### config.mk
export PLATFORM = sky130hd
export DESIGN_NAME = bram_char_reader
export DESIGN_NICKNAME = d
export VERILOG_FILES = /design/src/rtl/bram_char_reader.sv
export SDC_FILE = /design/constraint.sdc
export NUM_CORES = 1
export LEC_CHECK = 0
export CAP_MARGIN = 25
export CORE_UTILIZATION = 45
export DETAILED_ROUTE_END_ITERATION = 8
export HOLD_SLACK_MARGIN = 0.15
export PLACE_DENSITY = 0.71
export RECOVER_POWER = 25
export SLEW_MARGIN = 5
export SYNTH_ARGS = -nofsm -noshare
export SYNTH_HDL_FRONTEND = slang
export SYNTH_SLANG_ARGS = --single-unit
### constraint.sdc
create_clock -name clk -period 4.2 [get_ports clk]
set_input_delay 0.84 -clock clk [delete_from_list [all_inputs] [get_ports clk]]
set_output_delay 0.84 -clock clk [all_outputs]
set_load 0.05 [all_outputs]
### src/rtl/bram_char_reader.sv
// -----------------------------------------------------------------------------
// bram_char_reader
//
// Read-side sequencer for the single-port character BRAM (synchronous read,
// one-cycle latency). Each accepted start fetches one MSG_LEN-character frame,
// rotated by a scroll offset, and streams it to the LCD write path over a
// valid/ready handshake. A 2-entry FIFO absorbs the BRAM read latency so that
// back-pressure never drops or duplicates a character.
//
// Ports:
//   clk         system clock, rising edge
//   reset       asynchronous, active-low reset
//   start       one-cycle frame request (ignored while busy)
//   scroll_en   sampled on frame_done; 1 advances the scroll offset by one
//   addr        BRAM read address (captured by the BRAM on the rising edge)
//   rdata       BRAM read data, valid the cycle after the address edge
//   char        character to the LCD driver (FIFO head)
//   char_valid  char holds a valid character
//   char_ready  LCD driver accepts char this cycle
//   line_end    qualifies char: last character of an LCD line
//   frame_done  one-cycle pulse after the last character is accepted
//   busy        frame in progress
// -----------------------------------------------------------------------------
module bram_char_reader #(
  parameter int ADDR_W    = 11,
  parameter int MSG_LEN   = 32,
  parameter int LINE_LEN  = 16,
  parameter int BASE_ADDR = 0
) (
  input  logic              clk,
  input  logic              reset,
  input  logic              start,
  input  logic              scroll_en,
  output logic [ADDR_W-1:0] addr,
  input  logic [7:0]        rdata,
  output logic [7:0]        char,
  output logic              char_valid,
  input  logic              char_ready,
  output logic              line_end,
  output logic              frame_done,
  output logic              busy
);

  localparam int OFS_W = (MSG_LEN > 1) ? $clog2(MSG_LEN) : 1;
  // One extra bit so idx can hold MSG_LEN itself ("all reads issued").
  localparam int IDX_W = OFS_W + 1;

  localparam logic [ADDR_W-1:0] BASE      = ADDR_W'(BASE_ADDR);
  localparam logic [IDX_W-1:0]  MSG_END   = IDX_W'(MSG_LEN);
  localparam logic [IDX_W-1:0]  LAST_IDX  = IDX_W'(MSG_LEN - 1);
  localparam logic [IDX_W-1:0]  LINE_MOD  = IDX_W'(LINE_LEN);
  localparam logic [IDX_W-1:0]  LINE_LAST = IDX_W'(LINE_LEN - 1);

  typedef enum logic [1:0] {
    IDLE  = 2'd0,
    FETCH = 2'd1,
    DRAIN = 2'd2
  } state_t;

  state_t state;
  state_t state_next;

  // Frame position and scroll offset
  logic [IDX_W-1:0]  idx;
  logic [OFS_W-1:0]  offset;
  logic [OFS_W-1:0]  ofs_sum;
  logic [ADDR_W-1:0] addr_hold;
  logic [ADDR_W-1:0] rd_addr;

  // Outstanding BRAM read and its line_end tag
  logic pending;
  logic pending_le;

  // 2-entry FIFO
  logic [7:0] fifo_data [2];
  logic       fifo_le   [2];
  logic       rd_ptr;
  logic       wr_ptr;
  logic [1:0] count;

  // Control
  logic       pop;
  logic       issue;
  logic       clear_idx;
  logic       issue_le;
  logic [2:0] load;

  // ---------------------------------------------------------------------------
  // Address generation: the rotation wraps inside the frame (OFS_W-bit add),
  // the BRAM address add wraps at ADDR_W bits.
  // ---------------------------------------------------------------------------
  assign ofs_sum  = idx[OFS_W-1:0] + offset;
  assign rd_addr  = BASE + ADDR_W'(ofs_sum);
  assign issue_le = ((idx % LINE_MOD) == LINE_LAST);

  // The BRAM captures addr on the edge that ends the issuing cycle, so the new
  // address is presented combinationally while a read is issued; otherwise the
  // last issued address is held.
  assign addr = issue ? rd_addr : addr_hold;

  // ---------------------------------------------------------------------------
  // FIFO head drives the output side.
  // ---------------------------------------------------------------------------
  assign char_valid = (count != 2'd0);
  assign char       = fifo_data[rd_ptr];
  assign line_end   = char_valid & fifo_le[rd_ptr];
  assign pop        = char_valid & char_ready;

  // Occupancy once this cycle's pop has happened plus the read in flight. A new
  // read lands one cycle after issue, so it must still find a free slot; using
  // the post-pop occupancy keeps one character per cycle with char_ready high.
  assign load = {1'b0, count} + {2'b00, pending} - {2'b00, pop};

  // ---------------------------------------------------------------------------
  // FSM: state register
  // ---------------------------------------------------------------------------
  always_ff @(posedge clk or negedge reset) begin
    if (!reset) begin
      state <= IDLE;
    end else begin
      state <= state_next;
    end
  end

  // ---------------------------------------------------------------------------
  // FSM: next state and outputs
  // ---------------------------------------------------------------------------
  always_comb begin
    state_next = state;
    issue      = 1'b0;
    clear_idx  = 1'b0;
    frame_done = 1'b0;
    busy       = 1'b1;

    case (state)
      IDLE: begin
        busy = 1'b0;
        if (start) begin
          clear_idx  = 1'b1;
          state_next = FETCH;
        end
      end

      FETCH: begin
        if ((idx < MSG_END) && (load < 3'd2)) begin
          issue = 1'b1;
          if (idx == LAST_IDX) begin
            state_next = DRAIN;
          end
        end
      end

      DRAIN: begin
        // Buffer empty and nothing in flight: the last character has been
        // accepted on the previous edge.
        if ((count == 2'd0) && !pending) begin
          frame_done = 1'b1;
          state_next = IDLE;
        end
      end

      default: begin
        state_next = IDLE;
      end
    endcase
  end

  // ---------------------------------------------------------------------------
  // Frame position, held address, scroll offset
  // ---------------------------------------------------------------------------
  always_ff @(posedge clk or negedge reset) begin
    if (!reset) begin
      idx       <= '0;
      addr_hold <= BASE;
      offset    <= '0;
    end else begin
      if (clear_idx) begin
        idx <= '0;
      end else if (issue) begin
        idx <= idx + IDX_W'(1);
      end

      if (issue) begin
        addr_hold <= rd_addr;
      end

      // Power-of-two frame length: the OFS_W-bit add wraps MSG_LEN-1 to 0.
      if (frame_done && scroll_en) begin
        offset <= offset + OFS_W'(1);
      end
    end
  end

  // ---------------------------------------------------------------------------
  // Read in flight: rdata becomes valid the cycle after issue.
  // ---------------------------------------------------------------------------
  always_ff @(posedge clk or negedge reset) begin
    if (!reset) begin
      pending    <= 1'b0;
      pending_le <= 1'b0;
    end else begin
      pending <= issue;
      if (issue) begin
        pending_le <= issue_le;
      end
    end
  end

  // ---------------------------------------------------------------------------
  // 2-entry FIFO. Write and pop in the same cycle leave occupancy unchanged.
  // ---------------------------------------------------------------------------
  always_ff @(posedge clk or negedge reset) begin
    if (!reset) begin
      for (int i = 0; i < 2; i++) begin
        fifo_data[i] <= '0;
        fifo_le[i]   <= 1'b0;
      end
      rd_ptr <= 1'b0;
      wr_ptr <= 1'b0;
      count  <= 2'd0;
    end else begin
      if (pending) begin
        fifo_data[wr_ptr] <= rdata;
        fifo_le[wr_ptr]   <= pending_le;
        wr_ptr            <= ~wr_ptr;
      end
      if (pop) begin
        rd_ptr <= ~rd_ptr;
      end
      count <= count + {1'b0, pending} - {1'b0, pop};
    end
  end

endmodule

==> impl_metrics.ini <==
[outcome]
outcome = finished with violations
violations_in_the_final_reports = DRC

[grt]
grt.total_usage_pct = 16.4
first_global_vias = 1396
grt_use_met1_pct = 24.6
grt-busiest-layer = met1
global_route.usage.met2_pct = 23.5
met3_usage_pct = 4.17
antenna_violations_before_repair = 0
grt_remaining_overflow = 0
grt_start_max_net_pins = 27
grt_pass1_wl_um = 6450

[sta]
maxSlewViolCount = 0
rsz_0062_raised_after_global_routing = no
final.period_utilization_pct = 97.0
timing.final.setup_violations = 0
hold_violations = 0
fin_skew_ns = 0.00532
worst_tran_pin_value_ns = 1.32
layout_min_cycle_time_ns = 4.08
timing_limited_maximum_frequency_ghz = 0.245
max_slew_margin_pct = 11.9

[synth]
post_synthesis_cell_area_um2 = 2200
syn_inst = 178
post-synth-top-count-cell = dfrtp_1
synth-compound-area-share_pct = 3.24
netlist.top_cell.by_area = dfrtp_1
synth-async-reset-ratio_pct = 100
syn_area_per_cell_um2 = 12.4
yosys.area.top_type_share_pct = 54.6
yosys_warnings = 0
synth-seq-cells = 48
synth_top_family_by_area = multiplexers
synth_enable_flop_cells = 0
post_synth_and_or_nand_nor_area_fraction_pct = 12.6
synth_seq_area_share_pct = 54.6
synth_xor_area_share_pct = 5.57
post_synthesis_adder_cell_area_fraction_pct = 6.37
yosys_most_used_dff = dfrtp_1
portion_of_netlist_area_occupied_by_mux_cells_pct = 14.2
synth_fp_nets = 201
synth_area_leaders = dfrtp_1 (55%), mux2_2 (13%), ha_1 (4.5%), xnor2_1 (2.8%), xor2_1 (2.8%)
synthDistinctLibCells = 32
top_post_synthesis_cells_by_count = dfrtp_1 (48), mux2_2 (26), nand2_1 (15), inv_1 (10), nor2_1 (9)

[finish]
n_antenna_cell = 0
drive_gt1_share_pct = 32.6
fin_area_um2 = 2940
final.fill_count = 386
layout-area-overhead-vs-synth_pct = 33.8
finalNetCount = 249

[cts]
clock_sinks = 48
cts.clk_slew.worst_paths_ns = 0.08
root_buffer = clkbuf_8
cts_tree = done
ctsHtreeMaxLevel = 2
hold_buffers = 0
cts_max_path_buffers = 2
skew_pair_late_insertion_delay_ns = 0.30
numCtsBuffers = 5

[setup_path]
crit_slowest_cell = fa_1
cp_max_fanout = 5
worstSetupPathType = primary input to output pin
crit_chain = dlygate4sd2_1 -> and2_4 -> ha_1 -> inv_1 -> ha_2 -> inv_2 -> fa_1 -> nand2b_1 -> or3_4 -> buf_8 -> nand2_1 -> o21ai_4 -> buf_12
ff_to_ff_path_depth = 15
r2r-start = count[1]
worstSetupEndpointType = output pin
regToRegSetupSlack_ns = 1.26
critical_path_required_ns = 3.36
critPathLaunchType = primary input
worst_setup_path_startpoint = char_ready
worst_path_arrival_time_ns = 3.24
timing.critical_path.slowest_cell_delay_ns = 0.50

[route]
wirelength_um = 3720
post_drt_wl_per_cell_um = 12.6
via_density = 4.84
drc_errors = 2
first_pass_iters = 8
drt.antenna.violating_nets = 0
dr.first_iter.drc_count = 63
route.vias.total = 1423

[die]
top_level_ports = 36
placement_rows = 25
die_height_um = 71.9
design.die.area_um2 = 5170
coreArea_um2 = 4720
starting_density_of_the_core_pct = 46.6
dieWidth_um = 71.9

[min_path]
hold_path_startpoint = addr_hold[10]
hold_path.class = register to register
hold_path_depth = 1

[placement]
portBuffers = 35
post-dp-hpwl_um = 2670
globalplace.congestion = 0.784
placed_cell_area_um2 = 2710

[flow_run]
max_cap_viol_count = 0
-- cells by family (layout without fill, tap and decap cells) --
kind of cell,Yosys count,after routing
mux,28,28
flops,48,48
fa+ha+maj,10,10
buf+inv,15,64
compound gates,13,13
simple gates,50,50
xor+xnor,14,14
-- path summary, 6_finish.rpt --
kind | endpoint
setup reg to reg | idx[2]
hold / removal | addr_hold[10]
max in group asynchronous | idx[2]
setup / recovery | addr[3]
hold reg to reg | addr_hold[10]
min in group asynchronous | fifo_data[11]
-- timing repair --
item | in CTS | in global routing
pin swaps | 6 | 2
setup buffers | 2 | 0
setup endpoints to repair | 11 | 2
cloned | 1 | 0
gates resized for setup | 31 | 1
-- per-layer routing --
| layer | part of all wire (%) | up-vias | wire length (µm) |
|---|---|---|---|
| met3 | 2.9 | 5 | 109 |
| met4 | 0.67 | 0 | 25 |
| met1 | 51 | 702 | 1910 |
| met5 | 0 | - | 0 |
| li1 | - | 688 | - |
| met2 | 45 | 28 | 1680 |
-- stage by stage --
| step | hold WS, ns | utilization (%) | TNS, ns | std cells | setup slack (ns) |
|---|---|---|---|---|---|
| floorplan | 0.454 | - | -0.365 | 178 | -0.0940 |
| global placement | 0.467 | 56.7 | -0.297 | 282 | -0.0732 |
| detailed placement | 0.469 | 57.3 | -0.474 | 283 | -0.0906 |
| CTS | 0.494 | 62.8 | 0 | 294 | 0.0730 |
| global route | 0.514 | 62.3 | 0 | 294 | 0.0229 |
| finish | 0.491 | 62.3 | 0 | 294 | 0.124 |
-- registers in the layout (all words and copies together) (netlist names) --
name and count:
wr_ptr 1, fifo_data 16, state 2, offset 5
pending 1, idx 6, addr_hold 11, pending_le 1
rd_ptr 1, count 2, fifo_le 2
-- worst max-delay path, delay by kind of cell --
family          cells  cell delay, ns
simple gates        4            0.76
fa+ha+maj           3            0.92
buf+inv             5            0.64
compound gates      1            0.08
-- final cells by class --
type	instances	area (µm²)	share of cell area [%]
clock inverter	2	35.0	1.19
timing repair buffer	45	507	17.2
inverter	11	46.3	1.57
sequential	48	1200	40.8
clock buffer	6	72.6	2.46
tap	67	83.8	2.85
multi-input combinational	115	998	33.9
-- layout by cell type (no fill, tap or decap), types with 3 or more instances in the layout --
cell type and n:
dfrtp_1 48, mux2_2 26, clkdlybuf4s50_1 22, nand2_1 12, inv_1 9, nor2_1 9
xor2_1 7, xnor2_1 7, ha_1 7, and2_4 6, buf_6 6, buf_4 6
clkbuf_8 5, buf_12 5, nand2_2 4, o21ai_4 4, a21oi_1 3, nand4_1 3
o21ai_0 3, clkbuf_1 3
Power is left out: the tool's default activity adds up to more than one toggle a clock period on the data nets, which glitch-free logic cannot reach.
